`config.mk`:
```
export PLATFORM = sky130hd
export DESIGN_NAME = boot_loader
export DESIGN_NICKNAME = d
export VERILOG_FILES = /design/src/rtl/boot_loader.sv
export SDC_FILE = /design/constraint.sdc
export NUM_CORES = 1
export LEC_CHECK = 0
export ABC_AREA = 1
export CAP_MARGIN = 20
export CORE_MARGIN = 3
export CORE_UTILIZATION = 40
export CTS_CLUSTER_SIZE = 14
export DETAILED_ROUTE_END_ITERATION = 8
export SLEW_MARGIN = 20
export SYNTH_ARGS = -nofsm -noshare
export SYNTH_HDL_FRONTEND = slang
export SYNTH_SLANG_ARGS = --single-unit
```
`constraint.sdc`:
```
create_clock -name clk_i -period 9.6 [get_ports clk_i]
set_clock_uncertainty 0.1 [all_clocks]
set_input_delay 1.92 -clock clk_i [delete_from_list [all_inputs] [get_ports clk_i]]
set_output_delay 1.92 -clock clk_i [all_outputs]
set_load 0.01 [all_outputs]
```
`src/rtl/boot_loader.sv`:
```
// Byte-stream program loader: fills instruction and data memory from a
// CMD/ADDR/COUNT/payload packet stream, then releases the CPU with start_o.
module boot_loader #(
  parameter int IMEM_AW = 8,
  parameter int DMEM_AW = 5
) (
  input  logic               clk_i,
  input  logic               rst_i,
  input  logic [7:0]         byte_i,
  input  logic               valid_i,
  output logic               ready_o,
  output logic               imem_we_o,
  output logic [IMEM_AW-1:0] imem_addr_o,
  output logic [31:0]        imem_data_o,
  output logic               dmem_we_o,
  output logic [DMEM_AW-1:0] dmem_addr_o,
  output logic [7:0]         dmem_data_o,
  output logic               start_o,
  output logic               busy_o,
  output logic               error_o,
  output logic [15:0]        load_count_o
);

  typedef enum logic [2:0] {
    S_IDLE    = 3'd0,
    S_ADDR    = 3'd1,
    S_COUNT   = 3'd2,
    S_PAYLOAD = 3'd3,
    S_RUN     = 3'd4
  } state_t;

  localparam logic [7:0] CMD_IMEM = 8'h01;
  localparam logic [7:0] CMD_DMEM = 8'h02;
  localparam logic [7:0] CMD_GO   = 8'h03;

  state_t               state_q, state_d;
  logic                 is_imem_q, is_imem_d;
  logic [IMEM_AW-1:0]   iptr_q, iptr_d;
  logic [DMEM_AW-1:0]   dptr_q, dptr_d;
  logic [7:0]           cnt_q, cnt_d;
  logic [23:0]          word_q, word_d;
  logic [1:0]           bidx_q, bidx_d;
  logic                 imem_we_q, imem_we_d;
  logic [IMEM_AW-1:0]   imem_addr_q, imem_addr_d;
  logic [31:0]          imem_data_q, imem_data_d;
  logic                 dmem_we_q, dmem_we_d;
  logic [DMEM_AW-1:0]   dmem_addr_q, dmem_addr_d;
  logic [7:0]           dmem_data_q, dmem_data_d;
  logic                 error_q, error_d;
  logic [15:0]          load_count_q, load_count_d;

  logic accept;
  logic last_byte;

  // A byte transfers whenever the source offers one and we are not running.
  assign accept    = valid_i && (state_q != S_RUN);
  // The final payload byte is the one that completes the last word/byte of COUNT.
  assign last_byte = (cnt_q == 8'd1) && (!is_imem_q || (bidx_q == 2'd3));

  // State and datapath registers; reset clears everything, including any partial word.
  always_ff @(posedge clk_i or posedge rst_i) begin
    if (rst_i) begin
      state_q      <= S_IDLE;
      is_imem_q    <= 1'b0;
      iptr_q       <= '0;
      dptr_q       <= '0;
      cnt_q        <= '0;
      word_q       <= '0;
      bidx_q       <= '0;
      imem_we_q    <= 1'b0;
      imem_addr_q  <= '0;
      imem_data_q  <= '0;
      dmem_we_q    <= 1'b0;
      dmem_addr_q  <= '0;
      dmem_data_q  <= '0;
      error_q      <= 1'b0;
      load_count_q <= '0;
    end else begin
      state_q      <= state_d;
      is_imem_q    <= is_imem_d;
      iptr_q       <= iptr_d;
      dptr_q       <= dptr_d;
      cnt_q        <= cnt_d;
      word_q       <= word_d;
      bidx_q       <= bidx_d;
      imem_we_q    <= imem_we_d;
      imem_addr_q  <= imem_addr_d;
      imem_data_q  <= imem_data_d;
      dmem_we_q    <= dmem_we_d;
      dmem_addr_q  <= dmem_addr_d;
      dmem_data_q  <= dmem_data_d;
      error_q      <= error_d;
      load_count_q <= load_count_d;
    end
  end

  // Next-state decode of the packet framing.
  always_comb begin
    state_d = state_q;
    unique case (state_q)
      S_IDLE: begin
        if (accept) begin
          if (byte_i == CMD_IMEM || byte_i == CMD_DMEM) state_d = S_ADDR;
          else if (byte_i == CMD_GO)                    state_d = S_RUN;
        end
      end
      S_ADDR:    if (accept) state_d = S_COUNT;
      S_COUNT:   if (accept) state_d = (byte_i == 8'd0) ? S_IDLE : S_PAYLOAD;
      S_PAYLOAD: if (accept && last_byte) state_d = S_IDLE;
      S_RUN:     state_d = S_RUN;
      default:   state_d = S_IDLE;
    endcase
  end

  // Datapath: latch command/pointer/count, assemble words, issue one-cycle write strobes.
  always_comb begin
    is_imem_d    = is_imem_q;
    iptr_d       = iptr_q;
    dptr_d       = dptr_q;
    cnt_d        = cnt_q;
    word_d       = word_q;
    bidx_d       = bidx_q;
    imem_we_d    = 1'b0;
    imem_addr_d  = imem_addr_q;
    imem_data_d  = imem_data_q;
    dmem_we_d    = 1'b0;
    dmem_addr_d  = dmem_addr_q;
    dmem_data_d  = dmem_data_q;
    error_d      = error_q;
    load_count_d = load_count_q;
    if (accept) begin
      unique case (state_q)
        S_IDLE: begin
          if (byte_i == CMD_IMEM)      is_imem_d = 1'b1;
          else if (byte_i == CMD_DMEM) is_imem_d = 1'b0;
          else if (byte_i != CMD_GO)   error_d   = 1'b1;
        end
        S_ADDR: begin
          // Each memory takes only as many address bits as it has.
          iptr_d = IMEM_AW'(byte_i);
          dptr_d = DMEM_AW'(byte_i);
          bidx_d = 2'd0;
        end
        S_COUNT: cnt_d = byte_i;
        S_PAYLOAD: begin
          if (is_imem_q) begin
            if (bidx_q == 2'd3) begin
              imem_we_d   = 1'b1;
              imem_addr_d = iptr_q;
              imem_data_d = {byte_i, word_q};
              iptr_d      = iptr_q + IMEM_AW'(1);
              cnt_d       = cnt_q - 8'd1;
              bidx_d      = 2'd0;
            end else begin
              // Little-endian: earlier bytes slide toward bit 0.
              word_d = {byte_i, word_q[23:8]};
              bidx_d = bidx_q + 2'd1;
            end
          end else begin
            dmem_we_d   = 1'b1;
            dmem_addr_d = dptr_q;
            dmem_data_d = byte_i;
            dptr_d      = dptr_q + DMEM_AW'(1);
            cnt_d       = cnt_q - 8'd1;
          end
        end
        default: ;
      endcase
    end
    if ((imem_we_d || dmem_we_d) && (load_count_q != 16'hFFFF))
      load_count_d = load_count_q + 16'd1;
  end

  // Outputs decoded from state; combinational so reset is visible without a clock edge.
  always_comb begin
    ready_o      = (state_q != S_RUN);
    start_o      = (state_q == S_RUN);
    busy_o       = (state_q == S_ADDR) || (state_q == S_COUNT) || (state_q == S_PAYLOAD);
    imem_we_o    = imem_we_q;
    imem_addr_o  = imem_addr_q;
    imem_data_o  = imem_data_q;
    dmem_we_o    = dmem_we_q;
    dmem_addr_o  = dmem_addr_q;
    dmem_data_o  = dmem_data_q;
    error_o      = error_q;
    load_count_o = load_count_q;
  end

endmodule
```
* Yosys cells after proc, flatten, opt, wreduce, memory -nomap -nowiden
Index checks and enable logic that the tools add are counted.
** Storage, ports and cells
- Flip-flop bits (word level) :: 123
- Logic and storage cells :: 98
- Input bits :: 11
- Output and inout port bits :: 75
** Operators by class
- Mux-type cells :: 28
- $add $sub $neg :: 5
- Bitwise logic cells :: 4
- Reductions and logical operators :: 25
- Equality and inequality tests :: 21
** Operator list (count)
- two-way mux 8 bit :: 4
- case mux 8 bit (2 select lines) :: 2
- two-way mux 3 bit :: 6
- adder 16 x 1 -> 16 bit, second input constant :: 1
- == test 8 x 1 -> 1 bit, second input constant :: 2
- == test 8 x 2 -> 1 bit, second input constant :: 2
- inequality test 16 bit, second input constant :: 1
- case mux 3 bit (5 select lines) :: 1
- AND reduction 3 bit :: 5
- inequality test 2 bit, second input constant :: 7
- AND reduction 4 bit :: 3
- case mux 5 bit (2 select lines) :: 1
- AND reduction 5 bit :: 2
- two-way mux 1 bit :: 9
- inequality test 3 bit, second input constant :: 3
- adder 8 x 1 -> 8 bit, second input constant :: 1
- zero test 8 bit :: 1
- inequality test 8 x 2 -> 1 bit, second input constant :: 1
- subtractor 8 x 1 -> 8 bit, second input constant :: 1
- == test 3 x 2 -> 1 bit, second input constant :: 2
- two-way mux 2 bit :: 3
- nonzero test 2 bit :: 3
- adder 5 x 1 -> 5 bit, second input constant :: 1
- logical OR 1 bit :: 5
- 10 further kinds :: 16

* Longest topological paths before layout
Gate-level depths: netlist (run 1).
- Depth in word-level cells :: 7
- Depth in mapped cells :: 11

* Worst setup path after synthesis (run 1)
Ideal clock, no wire load.
- Path type :: register -> output
- From :: reg state_q[1]
- To :: out start_o
- Stages on the path, launching flop included :: 4
- Data required time :: 7.580 ns
- Path slack :: 6.775 ns
- Data arrival time :: 0.805 ns
- Cell sequence :: dfrtp_1 > inv_2 > nand2_1 > nor2_1
** On the way
- Cells in the longest elaborated chain, start to end :: 1
** Ends and longest elaborated chain
- start: declaration :: line 36 : state_t state_q, state_d;
- start signal: assignment :: line 79 : state_q <= state_d;
- == test 3 bit :: line 177 : start_o = (state_q == S_RUN);
- end: declaration :: line 18 : output logic start_o,
Every way passes these cells.

* Worst setup path after layout (run 1)
Same ends and word-level chain as after synthesis.

==> flow_summary.ini, run 1 <==
[yosys]
synth_top_area_share_pct = 54.0
syn-instance-count = 700
synth_fa_ha_area_share_pct = 1.32
yosys_warnings = 0
syn_avg_cell_area_um2 = 8.14
synth.top_cells.by_count = nand2_1 (239), dfrtp_1 (123), o21ai_0 (81), inv_1 (67), nor2_1 (56)
syn-num-nets = 717
synth_area_um2 = 5700
synth_top_cell_by_area = dfrtp_1
ys_ff_latch = 123
synth_edf_count = 0
synth_top_family_by_area = simple AND/OR/NAND/NOR gates
muxShareOfSynthArea_pct = 0
synthArstFlopShare_pct = 100
synth-compound-area-share_pct = 10.9
yosysMostFrequentCell = nand2_1
synth_ff_type = dfrtp_1
yosys.area_share.simple_pct = 24.6
netlist_top_cells_area = dfrtp_1 (54%), nand2_1 (16%), o21ai_0 (7.1%)
synth.distinct_cells = 30
yosysSeqAreaShare_pct = 54.0
synth-xor-area-share_pct = 2.15

[clocking]
hold_buffers = 0
cts-root-buf = clkbuf_16
cts_setup_buffers = 0
htreeDepth = 4
insertion_delay_ps = 400
cts_made_buffers = 17
path_clk_slew_ps = 60
cts_tree = built
ctsResizeCount = 0
cts_sinks = 123
clk_path_buf_depth = 2

[die]
core_area_um2 = 13600
die_area_um2 = 15700
num_io_pins = 86
die_h_um = 125
start_util_pct = 42.0
dieWidth_um = 125
num_rows = 42

[placed_design]
numPortBuffers = 85
gp_congestion = 0.849
dp_hpwl_mm = 9.37
place_ws_ps = 5540

[final_layout]
antenna_cells = 0
drive_above_1_share_pct = 6.90
syn_to_final_growth_pct = 27.6
multi_input_area_um2 = 2220
ff_latch_area_um2 = 3080
utilization_pct = 53.6
fillers = 1262
nets = 802

[worst_hold_path]
hp-start = word_q[8]$_DFFE_PP0P_
min_delay_path_depth = 2
hold_class = flip-flop to flip-flop
hold_end = word_q[0]$_DFFE_PP0P_

[global_routing]
grt.total_usage_pct = 17.8
grt_overflow = 0
grt_pass1_vias = 4569
grt_pass1_wl_mm = 22.9
antenna_found_initial = 0
grt_max_degree = 80

[critical_path]
r2r_cells = 10
crit_required_ps = 7580
cp_data_arrival_time_ps = 1780
criticalPathCategory = flip-flop to output port
r2r-end = load_count_o[8]$_DFFE_PP0P_
crit_slowest_cell = clkdlybuf4s50_1
worstPathMaxFanout = 8
critPathCaptureType = output port
path_cells = inv_2, nand2_1, nor2_1, clkdlybuf4s50_1
max_stage_delay_ps = 550
r2r-start = state_q[0]$_DFFE_PP0P_
r2r_setup_slack_ps = 7060
start_kind = flip-flop

[power]
p_comb_share_pct = 20.5
cellPowerDensity_nw_per_um2 = 227
report.power.total_mw = 1.65
leakagePower_nw = 3.44
pwr-share-clk_pct = 39.1
seqPwrFrac_pct = 40.5
vdd_ir_drop_max_v = 0.000138
p_switching_uw = 499
sw_frac_of_total_pct = 30.3
p_int_mw = 1.15

[timing]
worst_slack_ps = 5800
post-route-period-util_pct = 39.6
rsz0062_at_grt = no
fmax_ghz = 0.263
setup_viol = 0
hold_slack_ps = 378
hold_viol = 0
drv_slew = 0
setup_tns_ps = 0
slew-limit-headroom_pct = 47.8
worst_pin_slew_ps = 784
period_needed_ps = 3800

[flow_run]
cap_violations = 0

[detailed_routing]
routedWlPerCell_um = 14.0
drt_iter0_drc = 501
vias = 4723
drt_first_pass_iters = 4
postRouteAntennaNets = 0
wl_mm = 13.6
avgViaCountPerCell = 4.85
drc = 0

[run_status]
status = finished clean
cell type report:
class | count | area share, %
Sequential cell | 123 | 42.4
Multi-Input combinational cell | 482 | 30.5
Timing Repair Buffer | 87 | 11.9
Clock buffer | 20 | 6.28
Inverter | 74 | 3.89
Tap cell | 176 | 3.03
Clock inverter | 11 | 1.98
how the worst max path moves through the flow:
stage | startpoint | end | slack [ps] | depth (start not counted)
after global placement | valid_i | load_count_o[11]$_DFFE_PP0P_ | 5590 | 9
after detailed placement | valid_i | load_count_o[4]$_DFFE_PP0P_ | 5540 | 9
after floorplan | rst_i | bidx_q[0]$_DFFE_PP0P_ | 4310 | 1
after global routing | state_q[1]$_DFFE_PP0P_ | start_o | 5720 | 4
final | state_q[1]$_DFFE_PP0P_ | start_o | 5800 | 4
after CTS | state_q[1]$_DFFE_PP0P_ | start_o | 5790 | 4
critical path: cells and delay by family (launching register included):
family / cells / cell delay (ps)
buffers and inverters: 2 / 750
flip-flops: 1 / 440
AND/OR/NAND/NOR: 2 / 210
state kept, by name (all words and copies together), names as in the netlist, 8 cells and up:
name,cells
cnt_q,8
imem_addr_o,8
word_q,24
load_count_o,16
iptr_q,8
dmem_data_o,8
imem_data_o,32
power groups by stage:
stage                     clock, mW  sequential (mW)  combinational (mW)
after floorplan                   0            0.666               0.210
after global placement            0            0.672               0.328
after detailed placement          0            0.674               0.337
after CTS                     0.653            0.667               0.340
after global routing          0.681            0.680               0.385
final                         0.644            0.667               0.337
cells by family after synthesis:
logic type,count (synthesis)
XOR/XNOR,14
buffers and inverters,95
AND/OR/NAND/NOR,340
AO/OA/AOI/OAI,122
flip-flops,123
adder cells (fa/ha/maj),6
stage by stage:
| step | cells | cell area [um^2] |
|---|---|---|
| global route | 973 | 7270 |
| detailed placement | 942 | 6670 |
| floorplan | 700 | 5700 |
| finish | 973 | 7270 |
| CTS | 973 | 7270 |
| global placement | 942 | 6670 |
cell usage in the layout (no fill, tap or decap), types with 9 or more instances in the layout:
| master | Yosys | routed |
|---|---|---|
| nand3_1 | 24 | 24 |
| o21ai_1 | 28 | 28 |
| o21ai_0 | 81 | 81 |
| nor2_1 | 56 | 56 |
| nand2_1 | 239 | 239 |
| xnor2_1 | 9 | 9 |
| inv_1 | 67 | 66 |
| clkdlybuf4s50_1 | 0 | 85 |
| clkbuf_16 | 0 | 17 |
| dfrtp_1 | 123 | 123 |
layer usage:
layer  up-vias  global-route usage (%)  routed length [um]
met4         0                    5.87                 146
met2       108                    27.9                6330
met5         -                       0                   0
met3         8                    3.84                 651
met1      2226                    24.9                6450
li1       2381                       -                   -
No activity file was read; power rests on OpenSTA's default activity.
==> run 2, diff against run 1 <==
==> constraint.sdc (replaced) <==
create_clock -name clk_i -period 3.1 [get_ports clk_i]
set_clock_uncertainty 0.1 [all_clocks]
set_input_delay 0.62 -clock clk_i [delete_from_list [all_inputs] [get_ports clk_i]]
set_output_delay 0.62 -clock clk_i [all_outputs]
set_load 0.01 [all_outputs]
==> run 2 against run 1 <==
Register-to-register slack worse by 6300 ps. Highest routed layer unchanged. Critical path type unchanged. Utilization fell by 0.083 points. Flip-flop and latch count stayed put. Clock power increased to 2.9 times the previous value. Via count about the same. Combinational power rose to 3.1 times the previous value. First-iteration DRC count decreased by 31%. Largest cell class unchanged.
==> flow_summary.ini, run 2 (synthesis results as in run 1) <==
[run_status]
status = finished clean

[power]
report.power.total_mw = 4.99
cellPowerDensity_nw_per_um2 = 688
leakagePower_nw = 3.43
vdd_ir_drop_max_v = 0.000383

[global_routing]
grt_pass1_wl_mm = 22.8
antenna_found_initial = 0
grt_max_degree = 124
grt.total_usage_pct = 17.9
grt_overflow = 0
grt-busiest-layer = met2
met1_usage_pct = 24.0
grt.met2_usage_pct = 28.3
use_met3_pct = 4.35
grt_pass1_vias = 4577

[timing]
hold_viol = 0
setup_tns_ps = 0
rsz0062_at_grt = no
post-route-period-util_pct = 80.3
fmax_ghz = 0.402
hold_slack_ps = 374
worst_pin_slew_ps = 641
slew-limit-headroom_pct = 57.2
period_needed_ps = 2490
drv_slew = 0
worst_slack_ps = 611
setup_viol = 0

[critical_path]
critPathCaptureType = output port
cp_data_arrival_time_ps = 1770
worstPathMaxFanout = 8
start_kind = flip-flop
crit_required_ps = 2380
criticalPathCategory = flip-flop to output port
r2r_setup_slack_ps = 810

[clocking]
cts_tree = built
htreeDepth = 4
insertion_delay_ps = 410
cts_setup_buffers = 0
cts_made_buffers = 17
clk_path_buf_depth = 2
path_clk_slew_ps = 50
cts_sinks = 123
hold_buffers = 0
cts-root-buf = clkbuf_16
ctsResizeCount = 0

[die]
num_rows = 42
dieWidth_um = 125
core_area_um2 = 13600
start_util_pct = 42.0
num_io_pins = 86
die_area_um2 = 15700
die_h_um = 125

[worst_hold_path]
hold_class = flip-flop to flip-flop

[detailed_routing]
drt_first_pass_iters = 5
wl_mm = 13.5
postRouteAntennaNets = 0
drc = 0
routedWlPerCell_um = 13.8
vias = 4721
drt_iter0_drc = 346
avgViaCountPerCell = 4.85

[placed_design]
dp_hpwl_mm = 9.35
gp_congestion = 0.888
placed_area_um2 = 6700
dpl.cell_count = 944
numPortBuffers = 85
place_ws_ps = 606

[flow_run]
cap_violations = 0

[final_layout]
layout_commonest_cell = nand2_1
nets = 804
fillers = 1249
final_area_um2 = 7260
syn_to_final_growth_pct = 27.4
layout_common_cells = nand2_1 (239), dfrtp_1 (123), clkdlybuf4s50_1 (85), o21ai_0 (81), inv_1 (66)
largest_register_ff_count = 32
antenna_cells = 0
stdcell_count = 974
drive_above_1_share_pct = 6.64
utilization_pct = 53.5
==> run 2: cell types whose count changed in the layout (fill, tap and decap cells not counted), sizes merged <==
cell,delta
clkbuf,+3
buf,+2
clkinv,-1
bufinv,-1
inv,-2
==> run 2: critical path, cell delays in order (launching register included) <==
cell and delay, ps:
dfrtp_1 430, inv_2 200, nand2_1 100, nor2_1 90
clkdlybuf4s50_1 540
==> run 2: final timing paths <==
kind / start / end / cells after the start
max in group asynchronous: rst_i / imem_data_o[21]$_DFFE_PP0P_ / 3
min in group asynchronous: rst_i / imem_data_o[9]$_DFFE_PP0P_ / 3
max reg2reg: state_q[0]$_DFFE_PP0P_ / load_count_o[14]$_DFFE_PP0P_ / 10
min reg2reg: word_q[14]$_DFFE_PP0P_ / word_q[6]$_DFFE_PP0P_ / 2
max: state_q[1]$_DFFE_PP0P_ / start_o / 4
min: word_q[14]$_DFFE_PP0P_ / word_q[6]$_DFFE_PP0P_ / 2
==> run 2: power by group <==
part	internal (mW)	leakage (nW)	total, mW	switching, mW
Combinational	0.426	1.64	1.04	0.617
Clock	1.21	0.265	1.88	0.671
Sequential	1.84	1.53	2.07	0.228
Total	3.48	3.43	4.99	1.52
==> run 2: cell type report <==
type	instances	area, um^2	share of cell area [%]
tap	176	220	3.04
inverter	74	284	3.91
clock inverter	7	92.6	1.28
clock buffer	23	468	6.45
timing repair buffer	89	893	12.3
sequential	123	3080	42.4
multi-input combinational	482	2220	30.6
==> run 2: layer usage <==
metal	share of wire [%]	wire length, um
met5	0	0
met4	1.5	204
met3	4.1	551
met2	48	6520
met1	46	6170
==> edit: new RTL, flow settings as in run 1 <==
The parameter `IMEM_AW` goes from 8 to 7.
--- a/src/rtl/boot_loader.sv
+++ b/src/rtl/boot_loader.sv
@@ -2,5 +2,5 @@
 // CMD/ADDR/COUNT/payload packet stream, then releases the CPU with start_o.
 module boot_loader #(
-  parameter int IMEM_AW = 8,
+  parameter int IMEM_AW = 7,
   parameter int DMEM_AW = 5
 ) (
Interface: changed (resized imem_addr_o); port bits go from 86 to 85. The function was not compared with the original's and may differ.
==> edit against run 1 <==
Final area is 1.0% lower. Via count is 2.2% lower. Cell count is 2.2% lower. Non-clock buffer count is 1 higher. Wire length is 0.86% lower. First-iteration DRC count is 46% lower. Sequential cell count is 2 lower. Setup slack worse by 0.20 ns. Area after synthesis is 1.5% lower. Fmax is 4.9% lower. Utilization is 0.12 points lower. Global-route usage is 0.15 points higher. Critical endpoint unchanged.
Power is not compared: it rests on default switching activity, and its combinational part moved more than twofold at a synthesized area within 25%.
==> edit: results (changes against run 1) <==
Setup path
  • R2r setup slk: 6.98 ns (-0.08 ns)
  • Reg2Reg Capture Point: load_count_o[14]
  • Crit path arrival time: 1.98 ns (+0.20 ns)
  • Max FO, Critical Path: 10 (+2)

Routing
  • Routed wire per std cell: 14.1 µm (+1.3%)
  • Via count: 4617 (-2.2%)
  • M1 WL: 6310 µm (-2.1%)
  • Met2 Wirelength: 6320 µm (-0.16%)

Final layout
  • Filler cell count in the final layout: 1277 (+1.2%)
  • Layout cells sized above 1: 7.09% (+0.19 points)
  • Final #Nets: 780 (-2.7%)

Status
  • Outcome: complete, no violations

Yosys
  • Synth top cells by count: nand2_1 (214), dfrtp_1 (121), o21ai_0 (110), inv_1 (74), nor2_1 (45)
  • Ranking of synthesized cells by area: dfrtp_1 (54%), nand2_1 (14%), o21ai_0 (9.8%)
  • Syn Nets: 695 (-3.1%)
  • Syn avg cell area: 8.27 µm² (+1.7%)

GRT
  • GR Util met3: 4.80% (+0.96 points)
  • Met2 Use GR: 27.9% (about the same)
  • Vias in the first global route: 4488 (-1.8%)
  • First-pass GRT wire length: 22800 µm (-0.48%)
  • GRT Total Usage: 18.0% (+0.15 points)
  • Met1 GRT Util: 24.7% (-0.24 points)

STA
  • Fmax achieved: 250 MHz (-4.9%)

Place
  • DP HPWL: 9440 µm (+0.70%)
  • Placed cells: 920 (-2.3%)
  • IO Port Bufs: 84 (-1.2%)
  • GP Congestion: 0.821 (-3.3%)
  • DP Worst Slack: 5.31 ns (-0.235 ns)
==> edit: changes by cell type in the layout (fill, tap and decap cells not counted), sizes merged, moves of 3 or more <==
cell / before / now
inv: 75 / 79
o21ai: 109 / 116
nor3: 4 / 7
nand2: 247 / 221
nor2: 60 / 51
==> edit: metrics by stage <==
stage,hold slack (ns),power [mW],area [µm²]
final,0.380,1.22,7190
after global routing,0.403,1.26,7190
after CTS,0.381,1.23,7190
after detailed placement,0.368,0.572,6580
after global placement,0.363,0.570,6550
after floorplan,0.353,0.554,5610
==> edit: logic make-up (layout without fill, tap and decap cells) <==
| group | Yosys count | count (layout) | synth area share, % |
|---|---|---|---|
| AOI/OAI and AO/OA | 131 | 131 | 12.2 |
| and+or+nand+nor | 308 | 308 | 22.7 |
| xor gates and xnor gates | 13 | 13 | 2.03 |
| adders and majority gates | 6 | 6 | 1.34 |
| DFF | 121 | 121 | 54.0 |
| buffers and inverters | 99 | 197 | 7.70 |
==> edit: power groups by stage <==
stage / Combinational, mW / Clock [mW] / Sequential [mW]
2_1_floorplan: 0.0268 / 0 / 0.527
3_3_place_gp: 0.0413 / 0 / 0.529
3_5_place_dp: 0.0435 / 0 / 0.529
4_1_cts: 0.0438 / 0.669 / 0.520
5_1_grt: 0.0496 / 0.690 / 0.521
6_report: 0.0426 / 0.658 / 0.520
==> edit: worst max-delay path: stages (launching register included) <==
cell,delay (ns)
dfrtp_1,0.66
nand2_1,0.27
inv_1,0.10
clkdlybuf4s50_1,0.53
==> edit: final cells by class <==
cell class,count,share of cell area [%]
inverter,77,4.07
clock buffer,20,6.21
timing repair buffer,88,12.4
multi-input combinational,458,29.9
tap,176,3.06
sequential,121,42.1
clock inverter,12,2.31
